--- src/rtl/hilo_mdu_ctrl.sv ---
// HI/LO write sequencer: owns every HI/LO update, running MT* moves, a
// pipelined multiply and a 32-step restoring divide with back-pressure and flush.
module hilo_mdu_ctrl #(
    parameter int MUL_LAT = 3
) (
    input  logic        clk,
    input  logic        reset,
    input  logic        req_valid,
    output logic        req_ready,
    input  logic [2:0]  req_op,
    input  logic [31:0] req_a,
    input  logic [31:0] req_b,
    input  logic        flush,
    output logic        busy,
    output logic        hi_write,
    output logic        lo_write,
    output logic [31:0] hi_data,
    output logic [31:0] lo_data
);

    typedef enum logic [1:0] {IDLE, MUL, DIV, FIX} state_t;

    localparam logic [2:0] OP_MULT  = 3'd1;
    localparam logic [2:0] OP_MULTU = 3'd2;
    localparam logic [2:0] OP_DIV   = 3'd3;
    localparam logic [2:0] OP_DIVU  = 3'd4;
    localparam logic [2:0] OP_MTHI  = 3'd5;
    localparam logic [2:0] OP_MTLO  = 3'd6;

    state_t      state, state_n;
    logic [4:0]  cnt;
    logic [31:0] op_a, op_b;
    logic        mul_signed;
    logic [31:0] div_rem, div_quo;
    logic        q_neg, r_neg, div_zero;

    logic        accept, is_mul, is_div, div_signed;
    logic [31:0] a_abs, b_abs;
    logic        hi_we_n, lo_we_n;
    logic [31:0] hi_d_n, lo_d_n;

    logic signed [32:0] mul_a, mul_b;
    logic signed [63:0] product;
    logic [32:0] div_shift, div_trial;
    logic [31:0] quo_fix, rem_fix;

    assign req_ready  = (state == IDLE);
    assign busy       = ~req_ready;
    assign accept     = req_valid && req_ready && !flush;
    assign is_mul     = (req_op == OP_MULT) || (req_op == OP_MULTU);
    assign is_div     = (req_op == OP_DIV)  || (req_op == OP_DIVU);
    assign div_signed = (req_op == OP_DIV);
    assign a_abs      = (div_signed && req_a[31]) ? -req_a : req_a;
    assign b_abs      = (div_signed && req_b[31]) ? -req_b : req_b;

    // 33-bit signed operands make one multiplier serve both MULT and MULTU
    assign mul_a   = {mul_signed & op_a[31], op_a};
    assign mul_b   = {mul_signed & op_b[31], op_b};
    assign product = 64'(mul_a) * 64'(mul_b);

    assign div_shift = {div_rem, div_quo[31]};
    assign div_trial = div_shift - {1'b0, op_b};
    assign quo_fix   = div_zero ? 32'hFFFF_FFFF : (q_neg ? -div_quo : div_quo);
    assign rem_fix   = div_zero ? op_a : (r_neg ? -div_rem : div_rem);

    always_ff @(posedge clk) begin
        if (reset) state <= IDLE;
        else       state <= state_n;
    end

    always_comb begin
        state_n = state;
        hi_we_n = 1'b0;
        lo_we_n = 1'b0;
        hi_d_n  = hi_data;
        lo_d_n  = lo_data;
        case (state)
            IDLE: begin
                if (accept) begin
                    if (is_mul) state_n = MUL;
                    if (is_div) state_n = DIV;
                    if (req_op == OP_MTHI) begin
                        hi_we_n = 1'b1;
                        hi_d_n  = req_a;
                    end
                    if (req_op == OP_MTLO) begin
                        lo_we_n = 1'b1;
                        lo_d_n  = req_a;
                    end
                end
            end
            MUL: begin
                if (cnt == 5'd1) begin
                    state_n = IDLE;
                    hi_we_n = 1'b1;
                    lo_we_n = 1'b1;
                    hi_d_n  = product[63:32];
                    lo_d_n  = product[31:0];
                end
            end
            DIV: begin
                if (cnt == 5'd0) state_n = FIX;
            end
            FIX: begin
                state_n = IDLE;
                hi_we_n = 1'b1;
                lo_we_n = 1'b1;
                hi_d_n  = rem_fix;
                lo_d_n  = quo_fix;
            end
            default: state_n = IDLE;
        endcase
        // A write already on the outputs is untouched; only the one being formed dies
        if (flush) begin
            state_n = IDLE;
            hi_we_n = 1'b0;
            lo_we_n = 1'b0;
            hi_d_n  = hi_data;
            lo_d_n  = lo_data;
        end
    end

    always_ff @(posedge clk) begin
        if (reset) begin
            hi_write <= 1'b0;
            lo_write <= 1'b0;
            hi_data  <= '0;
            lo_data  <= '0;
        end else begin
            hi_write <= hi_we_n;
            lo_write <= lo_we_n;
            hi_data  <= hi_d_n;
            lo_data  <= lo_d_n;
        end
    end

    always_ff @(posedge clk) begin
        if (reset) begin
            cnt        <= '0;
            op_a       <= '0;
            op_b       <= '0;
            mul_signed <= 1'b0;
            div_rem    <= '0;
            div_quo    <= '0;
            q_neg      <= 1'b0;
            r_neg      <= 1'b0;
            div_zero   <= 1'b0;
        end else if (accept && is_mul) begin
            op_a       <= req_a;
            op_b       <= req_b;
            mul_signed <= (req_op == OP_MULT);
            cnt        <= 5'(MUL_LAT - 1);
        end else if (accept && is_div) begin
            op_a     <= req_a;
            op_b     <= b_abs;
            div_rem  <= '0;
            div_quo  <= a_abs;
            q_neg    <= div_signed && (req_a[31] ^ req_b[31]);
            r_neg    <= div_signed && req_a[31];
            div_zero <= (req_b == 32'd0);
            cnt      <= 5'd31;
        end else if (state == MUL) begin
            cnt <= cnt - 5'd1;
        end else if (state == DIV) begin
            cnt <= cnt - 5'd1;
            if (!div_trial[32]) begin
                div_rem <= div_trial[31:0];
                div_quo <= {div_quo[30:0], 1'b1};
            end else begin
                div_rem <= div_shift[31:0];
                div_quo <= {div_quo[30:0], 1'b0};
            end
        end
    end

endmodule

--- config.mk ---
export PLATFORM = sky130hd
export DESIGN_NAME = hilo_mdu_ctrl
export DESIGN_NICKNAME = d
export VERILOG_FILES = /design/src/rtl/hilo_mdu_ctrl.sv
export SDC_FILE = /design/constraint.sdc
export NUM_CORES = 2
export LEC_CHECK = 0
export ABC_AREA = 0
export BUFFER_PORTS_ARGS = -buffer_cell sky130_fd_sc_hd__buf_2
export CORE_MARGIN = 5
export CORE_UTILIZATION = 30
export CTS_BUF_LIST = sky130_fd_sc_hd__clkbuf_4
export DETAILED_ROUTE_END_ITERATION = 10
export GPL_TIMING_DRIVEN = 0
export MAX_ROUTING_LAYER = met4
export SLEW_MARGIN = 20
export SYNTH_ARGS = -nofsm -noshare
export SYNTH_HDL_FRONTEND = slang
export SYNTH_SLANG_ARGS = --single-unit
--- constraint.sdc ---
create_clock -name clk -period 10.6 [get_ports clk]
set_input_delay 1.59 -clock clk [delete_from_list [all_inputs] [get_ports clk]]
set_output_delay 1.59 -clock clk [all_outputs]
set_load 0.01 [all_outputs]
==> metrics.csv <==
stage,metric,value,unit
pwr,Sw Share,0.4563,
worst_setup_path,crit path DAT,11190,ps
routing,Final ANT Viol Nets,0,
worst_setup_path,critical-path cell with the highest stage delay,fa_1,
clock_tree,Clock Path Buffers,3,
pwr,Pint,1559,uW
clock_tree,CTS root buffer,clkbuf_4,
clock_tree,CTS tree,yes,
routing,Remaining DRCs,0,
pwr,Sw Pwr,1308,uW
cells_and_area,most frequent cells in the layout,"1181 x inv_1, 1125 x fa_1, 955 x nand2_1",
worst_setup_path,Crit Path Class,flop to flop,
global_routing,busiest grt layer,met2,
floorplanning,Die Y-Extent,423.1,um
pwr,total power draw,2866,uW
worst_setup_path,worst-path fanout max,10,
global_routing,first-pass GRT wire length,300500,um
yosys,Synth Register Bits,205,
outcome,status,"complete, no violations",
sta,Max Clock Freq,95.67,MHz
yosys,Ys Warns,0,
pwr,Comb pwr share,0.434,
routing,initial DRC count,4854,
place,DP HPWL,170700,um
cells_and_area,area growth from synthesis to layout,8.350,%
sta,Final WS setup,147.6,ps
cells_and_area,Final Net Count,7613,
clock_tree,clk sinks,205,
sta,setup TNS,0,ps
cells_and_area,"most common cell after layout, fill and taps aside",inv_1,
worst_setup_path,max incr delay on CP,640,ps
routing,Wirelength per Cell,24.35,um
routing,via count,44060,
yosys,post-synth cell types,70,
sta,Fin. Hold Viols,0,
pwr,Worst VDD drop,63.67,uV
worst_setup_path,worst path required time,11340,ps
place,PortBufs,129,
global_routing,GRT overflow,0,
floorplanning,Top-Level Pins,139,
floorplanning,Rows,151,
clock_tree,hold-fix buffers at CTS,0,
floorplanning,die area,179000,um^2
yosys,Post-synth EDFFs,0,
yosys,ys flop type,dfxtp_1,
yosys,Post-synth ARST share,0,
floorplanning,core footprint,169500,um^2
routing,WL final,205800,um
pwr,Leak,0.02564,uW
yosys,Mapped Cells,5988,
global_routing,initial antenna violation count,29,
worst_hold_path,worst min path class,flop to flop,
sta,Final Max Slew Viols,0,
global_routing,Overall Global Routing Usage,0.2334,
sta,final clock skew,93.03,ps
routing,Pre-Repair DR Iteration Count,7,
clock_tree,H-Tree Depth,2,
yosys,"Seq/Total Area, Yosys",0.08017,
clock_tree,Post CTS Setup Buffer Count,0,
yosys,mapped cell area,51190,um^2
global_routing,met1 usage,0.2789,
pwr,sequential power share,0.299,
sta,Final Critical Period,10450,ps
clock_tree,Worst-Skew Late Latency,840,ps
worst_setup_path,CP endpoint kind,flop,
cells_and_area,final core utilization,0.3273,
yosys,mean area per synthesized cell,8.548,um^2
yosys,Post-Syn Nets,7439,
global_routing,GRT met3 Usage,0.04471,
global_routing,vias in the first global route,45130,
worst_setup_path,Crit path top cell by count,fa_1,
clock_tree,CTS resizes,40,
sta,Tcrit/Tclk final,0.9861,
routing,vias per cell,5.213,
sta,RSZ-0062 raised after global routing,false,
worst_setup_path,type of origin of the critical path,flop,
clock_tree,"Reg clk slew, reported paths",70,ps
sta,slew margin rel.,0.2427,
floorplanning,Starting Density,0.3020,
cells_and_area,share of cells above drive strength 1,0.04979,
place,GP Congestion,1.050,
place,dpl ws,-1208,ps
floorplanning,die width,423.1,um
pwr,Cell Pwr Density,51.68,nW/um^2
sta,worst-margin pin slew,1136,ps
clock_tree,CTS Buf Count,57,
global_routing,met2 Track Usage GR,0.3527,
job,Max-cap violations,0,
global_routing,largest net degree at the start of global routing,25,
sta,Final setup viols,0,
pwr,clock power share,0.267,
## registers in the layout, indices dropped and copies added, names as in the netlist
| name | flops |
|---|---|
| cnt | 5 |
| div_quo | 32 |
| div_rem | 32 |
| div_zero | 1 |
| hi_data | 32 |
| hi_write | 1 |
| lo_data | 32 |
| lo_write | 1 |
| mul_signed | 1 |
| op_a | 32 |
| op_b | 32 |
| q_neg | 1 |
| r_neg | 1 |
| state | 2 |
## critical path, delay by kind of cell, from the launching register on
family	cells	cell delay, ps
fa+ha+maj	9	4770
compound gates	5	1750
flops	1	320
simple gates	6	1360
buf+inv	7	1760
xor+xnor	1	430
## area by class of cell
class / count / area [um^2]
antenna: 27 / 67.56
timing repair buffer: 129 / 645.6
clock buffer: 80 / 600.6
buffer: 390 / 1543
multi-input combinational: 4198 / 41170
inverter: 1181 / 4433
tap: 2218 / 2775
sequential: 205 / 4108
fill: 17800 / 114000
clock inverter: 23 / 123.9
## synth_stat cells, drive strengths merged, types with 34 or more instances
| master | instances | area, um^2 |
|---|---|---|
| o21ai | 190 | 950.9 |
| fa | 1126 | 22540 |
| nand3 | 35 | 175.2 |
| xor2 | 88 | 770.7 |
| and2 | 349 | 2183 |
| a21o | 62 | 465.5 |
| a211oi | 78 | 585.6 |
| a21oi | 218 | 1091 |
| clkbuf | 387 | 1453 |
| nor2 | 242 | 908.4 |
| nand2 | 955 | 3585 |
| inv | 1181 | 4433 |
| xnor2 | 126 | 1104 |
| ha | 254 | 3178 |
| nor3 | 52 | 260.3 |
| o31ai | 34 | 269.0 |
| dfxtp | 205 | 4104 |
## per-layer routing
metal  routed length, um  share of wire
met1               76200           0.37
met2               91900           0.45
met3               19110          0.093
met4               18560          0.090
met5                   0              0
## worst paths after layout
path	start	end	slack, ps	cells past startpoint
hold reg to reg	hi_data[14]$_SDFFE_PP0P_	hi_data[14]$_SDFFE_PP0P_	490	2
hold / removal	hi_data[14]$_SDFFE_PP0P_	hi_data[14]$_SDFFE_PP0P_	490	2
setup / recovery	op_a[31]$_SDFFE_PP0P_	hi_data[29]$_SDFFE_PP0P_	150	28
setup reg to reg	op_a[31]$_SDFFE_PP0P_	hi_data[29]$_SDFFE_PP0P_	150	28
## kinds of logic after synthesis
family / count (synthesis) / synth area share
AOI/OAI and AO/OA: 767 / 0.09621
xor gates and xnor gates: 214 / 0.03662
adders and majority gates: 1380 / 0.5025
buffers and inverters: 1585 / 0.1164
DFF: 205 / 0.08017
muxes: 35 / 0.006917
and+or+nand+nor: 1802 / 0.1612
## power groups by stage
| stage | sequential, uW | combinational [uW] | clock, uW |
|---|---|---|---|
| finish | 858 | 1240 | 765 |
| global route | 857 | 1320 | 806 |
| CTS | 854 | 1210 | 768 |
| detailed placement | 856 | 1220 | 0 |
| global placement | 855 | 1210 | 0 |
| floorplan | 846 | 722 | 0 |
## stage by stage
step	cells	hold WS [ps]	cell area [um^2]
2_1_floorplan	5988	475.5	51190
3_3_place_gp	8335	483.3	54610
3_5_place_dp	8335	481.0	54620
4_1_cts	8425	494.3	55360
5_1_grt	8444	519.9	55440
6_report	8451	494.2	55460
Note: power is estimated with default switching activity, not from simulation.
